===== src/rtl/alu_arbiter.sv =====
// alu_arbiter
//
// Two-requester round-robin front end for a single shared combinational ALU.
// A granted request has its operands and opcode registered onto the ALU
// inputs, the ALU output is captured one cycle later, and the captured result
// is held on the response port until the consumer takes it. Only one
// operation is in flight at a time.
//
// Ports
//   clk, rst                 clock, asynchronous active-high reset
//   reqN_valid / reqN_ready  requester N handshake (ready is combinational)
//   reqN_a, reqN_b, reqN_sel requester N operands and opcode
//   alu_a, alu_b, alu_sel    registered operands/opcode to the shared ALU
//   alu_y, alu_flag          combinational ALU result and flag
//   resp_valid / resp_ready  response handshake
//   resp_id                  requester that owns the current response
//   resp_y, resp_flag        captured ALU result and flag
//   busy                     high whenever the FSM is not idle
//   ops_done                 completed-response count, wraps at 256

module alu_arbiter #(
    parameter int unsigned WIDTH = 8,
    parameter int unsigned SELW  = 4
) (
    input  logic             clk,
    input  logic             rst,

    input  logic             req0_valid,
    output logic             req0_ready,
    input  logic [WIDTH-1:0] req0_a,
    input  logic [WIDTH-1:0] req0_b,
    input  logic [SELW-1:0]  req0_sel,

    input  logic             req1_valid,
    output logic             req1_ready,
    input  logic [WIDTH-1:0] req1_a,
    input  logic [WIDTH-1:0] req1_b,
    input  logic [SELW-1:0]  req1_sel,

    output logic [WIDTH-1:0] alu_a,
    output logic [WIDTH-1:0] alu_b,
    output logic [SELW-1:0]  alu_sel,
    input  logic [WIDTH-1:0] alu_y,
    input  logic [1:0]       alu_flag,

    output logic             resp_valid,
    input  logic             resp_ready,
    output logic             resp_id,
    output logic [WIDTH-1:0] resp_y,
    output logic [1:0]       resp_flag,

    output logic             busy,
    output logic [7:0]       ops_done
);

    typedef enum logic [1:0] {
        StIdle  = 2'd0,
        StIssue = 2'd1,
        StResp  = 2'd2
    } state_e;

    state_e           state_q, state_d;
    logic [WIDTH-1:0] alu_a_q, alu_a_d;
    logic [WIDTH-1:0] alu_b_q, alu_b_d;
    logic [SELW-1:0]  alu_sel_q, alu_sel_d;
    logic             last_grant_q, last_grant_d;
    logic             resp_id_q, resp_id_d;
    logic [WIDTH-1:0] resp_y_q, resp_y_d;
    logic [1:0]       resp_flag_q, resp_flag_d;
    logic             resp_valid_q, resp_valid_d;
    logic             busy_q, busy_d;
    logic [7:0]       ops_done_q, ops_done_d;

    logic grant0;
    logic grant1;

    // Round-robin: on a tie the requester that was not granted last wins.
    // last_grant is a single bit, so at most one grant can be high.
    always_comb begin
        grant0 = (state_q == StIdle) && req0_valid && (!req1_valid || last_grant_q);
        grant1 = (state_q == StIdle) && req1_valid && (!req0_valid || !last_grant_q);
    end

    // Ready is forced low during reset so nothing is handed off to a
    // machine that is being cleared.
    assign req0_ready = grant0 && !rst;
    assign req1_ready = grant1 && !rst;

    always_comb begin
        state_d      = state_q;
        alu_a_d      = alu_a_q;
        alu_b_d      = alu_b_q;
        alu_sel_d    = alu_sel_q;
        last_grant_d = last_grant_q;
        resp_id_d    = resp_id_q;
        resp_y_d     = resp_y_q;
        resp_flag_d  = resp_flag_q;
        resp_valid_d = resp_valid_q;
        busy_d       = busy_q;
        ops_done_d   = ops_done_q;

        case (state_q)
            StIdle: begin
                if (grant0) begin
                    alu_a_d      = req0_a;
                    alu_b_d      = req0_b;
                    alu_sel_d    = req0_sel;
                    last_grant_d = 1'b0;
                    resp_id_d    = 1'b0;
                    state_d      = StIssue;
                    busy_d       = 1'b1;
                end else if (grant1) begin
                    alu_a_d      = req1_a;
                    alu_b_d      = req1_b;
                    alu_sel_d    = req1_sel;
                    last_grant_d = 1'b1;
                    resp_id_d    = 1'b1;
                    state_d      = StIssue;
                    busy_d       = 1'b1;
                end
            end

            StIssue: begin
                // ALU inputs have been stable for a full cycle; capture result.
                resp_y_d     = alu_y;
                resp_flag_d  = alu_flag;
                resp_valid_d = 1'b1;
                state_d      = StResp;
            end

            StResp: begin
                if (resp_ready) begin
                    resp_valid_d = 1'b0;
                    busy_d       = 1'b0;
                    ops_done_d   = ops_done_q + 8'd1;
                    state_d      = StIdle;
                end
            end

            default: begin
                resp_valid_d = 1'b0;
                busy_d       = 1'b0;
                state_d      = StIdle;
            end
        endcase
    end

    // last_grant resets to 1 so requester 0 wins the first tie.
    always_ff @(posedge clk or posedge rst) begin
        if (rst) begin
            state_q      <= StIdle;
            alu_a_q      <= '0;
            alu_b_q      <= '0;
            alu_sel_q    <= '0;
            last_grant_q <= 1'b1;
            resp_id_q    <= 1'b0;
            resp_y_q     <= '0;
            resp_flag_q  <= '0;
            resp_valid_q <= 1'b0;
            busy_q       <= 1'b0;
            ops_done_q   <= '0;
        end else begin
            state_q      <= state_d;
            alu_a_q      <= alu_a_d;
            alu_b_q      <= alu_b_d;
            alu_sel_q    <= alu_sel_d;
            last_grant_q <= last_grant_d;
            resp_id_q    <= resp_id_d;
            resp_y_q     <= resp_y_d;
            resp_flag_q  <= resp_flag_d;
            resp_valid_q <= resp_valid_d;
            busy_q       <= busy_d;
            ops_done_q   <= ops_done_d;
        end
    end

    assign alu_a      = alu_a_q;
    assign alu_b      = alu_b_q;
    assign alu_sel    = alu_sel_q;
    assign resp_id    = resp_id_q;
    assign resp_y     = resp_y_q;
    assign resp_flag  = resp_flag_q;
    assign resp_valid = resp_valid_q;
    assign busy       = busy_q;
    assign ops_done   = ops_done_q;

endmodule


===== config.mk =====
export PLATFORM = sky130hd
export DESIGN_NAME = alu_arbiter
export DESIGN_NICKNAME = d
export VERILOG_FILES = /design/src/rtl/alu_arbiter.sv
export SDC_FILE = /design/constraint.sdc
export NUM_CORES = 1
export LEC_CHECK = 0
export ABC_CLOCK_PERIOD_IN_PS = 1800
export BUFFER_PORTS_ARGS = -buffer_cell sky130_fd_sc_hd__buf_2
export CAP_MARGIN = 5
export CORE_MARGIN = 2
export CORE_UTILIZATION = 49
export CTS_BUF_LIST = sky130_fd_sc_hd__clkbuf_4 sky130_fd_sc_hd__clkbuf_8
export DETAILED_ROUTE_END_ITERATION = 16
export GPL_TIMING_DRIVEN = 0
export PLACE_DENSITY = 0.94
export SYNTH_ARGS = -nofsm -noshare
export SYNTH_HDL_FRONTEND = slang
export SYNTH_SLANG_ARGS = --single-unit

===== constraint.sdc =====
create_clock -name clk -period 1.8 [get_ports clk]
set_input_delay 0.09 -clock clk [delete_from_list [all_inputs] [get_ports clk]]
set_output_delay 0.09 -clock clk [all_outputs]
set_load 0.01 [all_outputs]

==> results.py <==
metrics = {
    "worst_setup_path": {
        "worstSetupStartpointType": "register",
        "critPathArrivalTime_ps": 1580,
        "cp_data_required_time_ps": 1710,
        "worst-path-max-fanout": 10,
        "critPathKind": "reg -> out",
        "crit_end_element": "output pin",
    },
    "timing": {
        "fin_skew_ps": 6.720,
        "setup_viol_count_final": 0,
        "report.final.slew_viol_count": 0,
        "worst_slew_margin_rel_pct": 40.53,
        "timing.final.crit_share_pct": 92.76,
        "timing_worst_slew_pin_value_ps": 890.7,
        "rsz0062_at_grt": "false",
        "fmaxAchievable_mhz": 598.9,
        "hold_ws_ps": 0.3975,
        "final_period_minus_worst_setup_slack_ps": 1670,
        "setup_ws_ps": 130.3,
        "hold_viol": 0,
    },
    "place": {
        "dpl.hpwl_um": 3677,
        "preCtsSetupSlack_ps": 289.3,
        "globalplace.congestion": 0.7754,
        "io_buffer_count": 97,
    },
    "cells_and_area": {
        "antenna-diode-count": 0,
        "final_layout_size_suffix_gt1_share_pct": 47.99,
        "final_net_count": 353,
        "area_overhead_vs_synth_pct": 30.09,
    },
    "synthesis": {
        "ys_async_sr_fraction_pct": 100.0,
        "ys.flop_type": "dfrtp_1",
        "synth_seq_area_share_pct": 49.55,
        "netlist_instances": 193,
        "mappedNetlistArea_um2": 2225,
        "synth.lib_cells_used.distinct": 36,
        "postSynthAreaPerCell_um2": 11.53,
        "synthesis.yosys.warnings": 0,
        "synth_edf_count": 0,
        "synth.ff_latch_count": 44,
        "synth_fp_nets": 249,
    },
    "power_and_ir_drop": {
        "irDropWorstVdd_v": 0.0006461,
        "p_per_area_nw_per_um2": 1676,
        "static-leakage-power_nw": 1.447,
    },
    "clock_tree": {
        "clkSinkCount": 44,
        "max-clock-path-buffers": 2,
        "cts_tree": "built",
        "post_cts_buffers": 0,
        "clk_root_buffer_cell": "clkbuf_8",
        "clk_pin_slew_ps": 80,
        "clkLatencyLatePin_ps": 290,
        "numCtsBuffers": 5,
        "htreeDepth": 2,
    },
    "floorplanning": {
        "die_y_um": 71.38,
        "floorplan.io_pins": 98,
        "die-width_um": 71.38,
        "dieArea_um2": 5095,
        "start_util_pct": 51.09,
        "core_footprint_um2": 4354,
        "std_cell_rows": 24,
    },
    "global_routing": {
        "grt_util_all_layers_pct": 20.37,
        "grt_pass1_vias": 1779,
        "grt_remaining_overflow": 0,
        "grt_pass1_wl_um": 8190,
        "initial_antenna_violation_count": 0,
        "grt_start_max_net_pins": 46,
    },
    "route": {
        "dr_total_vias": 1863,
        "route.detailed.drc": 0,
        "postRouteAntennaNets": 0,
        "avgRoutedWirePerCell_um": 14.06,
        "finalWirelength_um": 4920,
        "firstDrtPassIters": 4,
        "dr.first_iter.drc_count": 101,
        "vias_per_cell": 5.323,
    },
    "outcome": {
        "status": "finished clean",
    },
    "run": {
        "max_cap_violations": 0,
    },
    "worst_hold_path": {
        "hp-class": "in -> async",
    },
}
==> metrics by stage <==
step / total power, W / std cells / utilization [%] / TNS (ps) / cell area [um^2]
after floorplan: 0.003337 / 193 / - / 0 / 2225
after global placement: 0.004040 / 342 / 63.74 / -201.4 / 2775
after detailed placement: 0.004153 / 342 / 63.74 / 0 / 2775
after CTS: 0.004902 / 350 / 66.32 / 0 / 2888
after global routing: 0.005217 / 350 / 66.47 / 0 / 2894
final: 0.004852 / 350 / 66.47 / 0 / 2894
==> cells in the final DEF, fill, tap and decap left out, types with 2 or more instances in the layout <==
| cell type | instances |
|---|---|
| mux2_1 | 11 |
| clkbuf_8 | 5 |
| inv_1 | 20 |
| xnor2_1 | 3 |
| buf_6 | 5 |
| o21ai_1 | 11 |
| nand4_1 | 2 |
| xor2_1 | 4 |
| or2_1 | 3 |
| nand3_1 | 20 |
| buf_4 | 2 |
| buf_2 | 101 |
| inv_2 | 2 |
| nor2_1 | 4 |
| nor3_1 | 2 |
| o311ai_2 | 19 |
| dfrtp_1 | 43 |
| o21ai_0 | 11 |
| clkbuf_1 | 3 |
| nand2_1 | 6 |
==> area by class of cell <==
class	instances	area, um^2
buffer	15	107.6
clock buffer	6	76.32
clock inverter	2	35.03
fill	358	1460
inverter	22	82.58
multi-input combinational	112	939.7
sequential	44	1102
tap	52	65.06
timing repair buffer	97	485.5
==> cells by family after synthesis <==
family                   after synthesis  share of synthesized area (%)
AO/OA/AOI/OAI                         45                          20.14
XOR/XNOR                               7                          2.756
AND/OR/NAND/NOR                       47                          12.77
flip-flops                            44                          49.55
buffers and inverters                 37                          8.211
adder cells (fa/ha/maj)                1                         0.5623
multiplexers                          12                          6.018
==> per-layer routing <==
layer	track usage (%)	up-vias	share of wire (%)
li1	-	892	-
met1	25.83	895	41
met2	34.05	66	51
met3	5.767	10	6.6
met4	6.080	0	1.5
met5	0	-	0
==> sequential cells by signal, indices dropped and copies added (netlist names) <==
register	cells
resp_y	8
busy	1
state_q	2
resp_flag	2
alu_sel	4
alu_b	8
alu_a	8
last_grant_q	1
ops_done	8
resp_valid	1
resp_id	1
==> critical path, cell delays in order (launching register included) <==
cell     delay [ps]
dfrtp_1         390
buf_6           150
nor3b_4         280
buf_6           180
and3_1          150
buf_2           130
==> path summary, 6_finish.rpt <==
check                             startpoint            to  slack (ps)  depth (start not counted)
worst max-delay path              state_q[1]    req0_ready         130                          5
worst min-delay path                     rst    resp_valid         0.4                          2
worst max register to register  last_grant_q      alu_a[3]         310                          4
worst min register to register   ops_done[7]   ops_done[7]         480                          1
max in group asynchronous                rst    alu_sel[3]        1250                          2
min in group clk                 alu_flag[0]  resp_flag[0]          10                          2
==> cells in the mapped netlist, types with 2 or more instances <==
library cell | count | area, um^2
xor2_1 | 4 | 35.03
nor3_1 | 2 | 10.01
nand3_1 | 20 | 100.1
or2_1 | 3 | 18.77
o21ai_0 | 11 | 55.05
nand2_1 | 6 | 22.52
xnor2_1 | 3 | 26.28
inv_1 | 21 | 78.83
o21ai_1 | 11 | 55.05
o311ai_2 | 19 | 309.1
nand4_1 | 2 | 12.51
buf_2 | 5 | 25.02
clkbuf_1 | 4 | 15.01
nor2_1 | 4 | 15.01
buf_6 | 4 | 45.04
mux2_1 | 11 | 123.9
buf_4 | 2 | 15.01
dfrtp_1 | 43 | 1076
==> power breakdown <==
| part | internal, W | leakage [nW] | total (W) | switching (W) |
|---|---|---|---|---|
| sequential | 0.00147 | 0.530 | 0.00173 | 0.000258 |
| clock | 0.000427 | 0.0586 | 0.000745 | 0.000318 |
| combinational | 0.00110 | 0.859 | 0.00238 | 0.00128 |
| total | 0.00300 | 1.45 | 0.00485 | 0.00185 |
==> what timing repair did <==
item | in CTS | in global routing
gates resized for setup | 1 | 3
endpoints found under the setup margin | 1 | 1
hold buffers | 0 | 0
No activity file was read; power rests on OpenSTA's default activity.
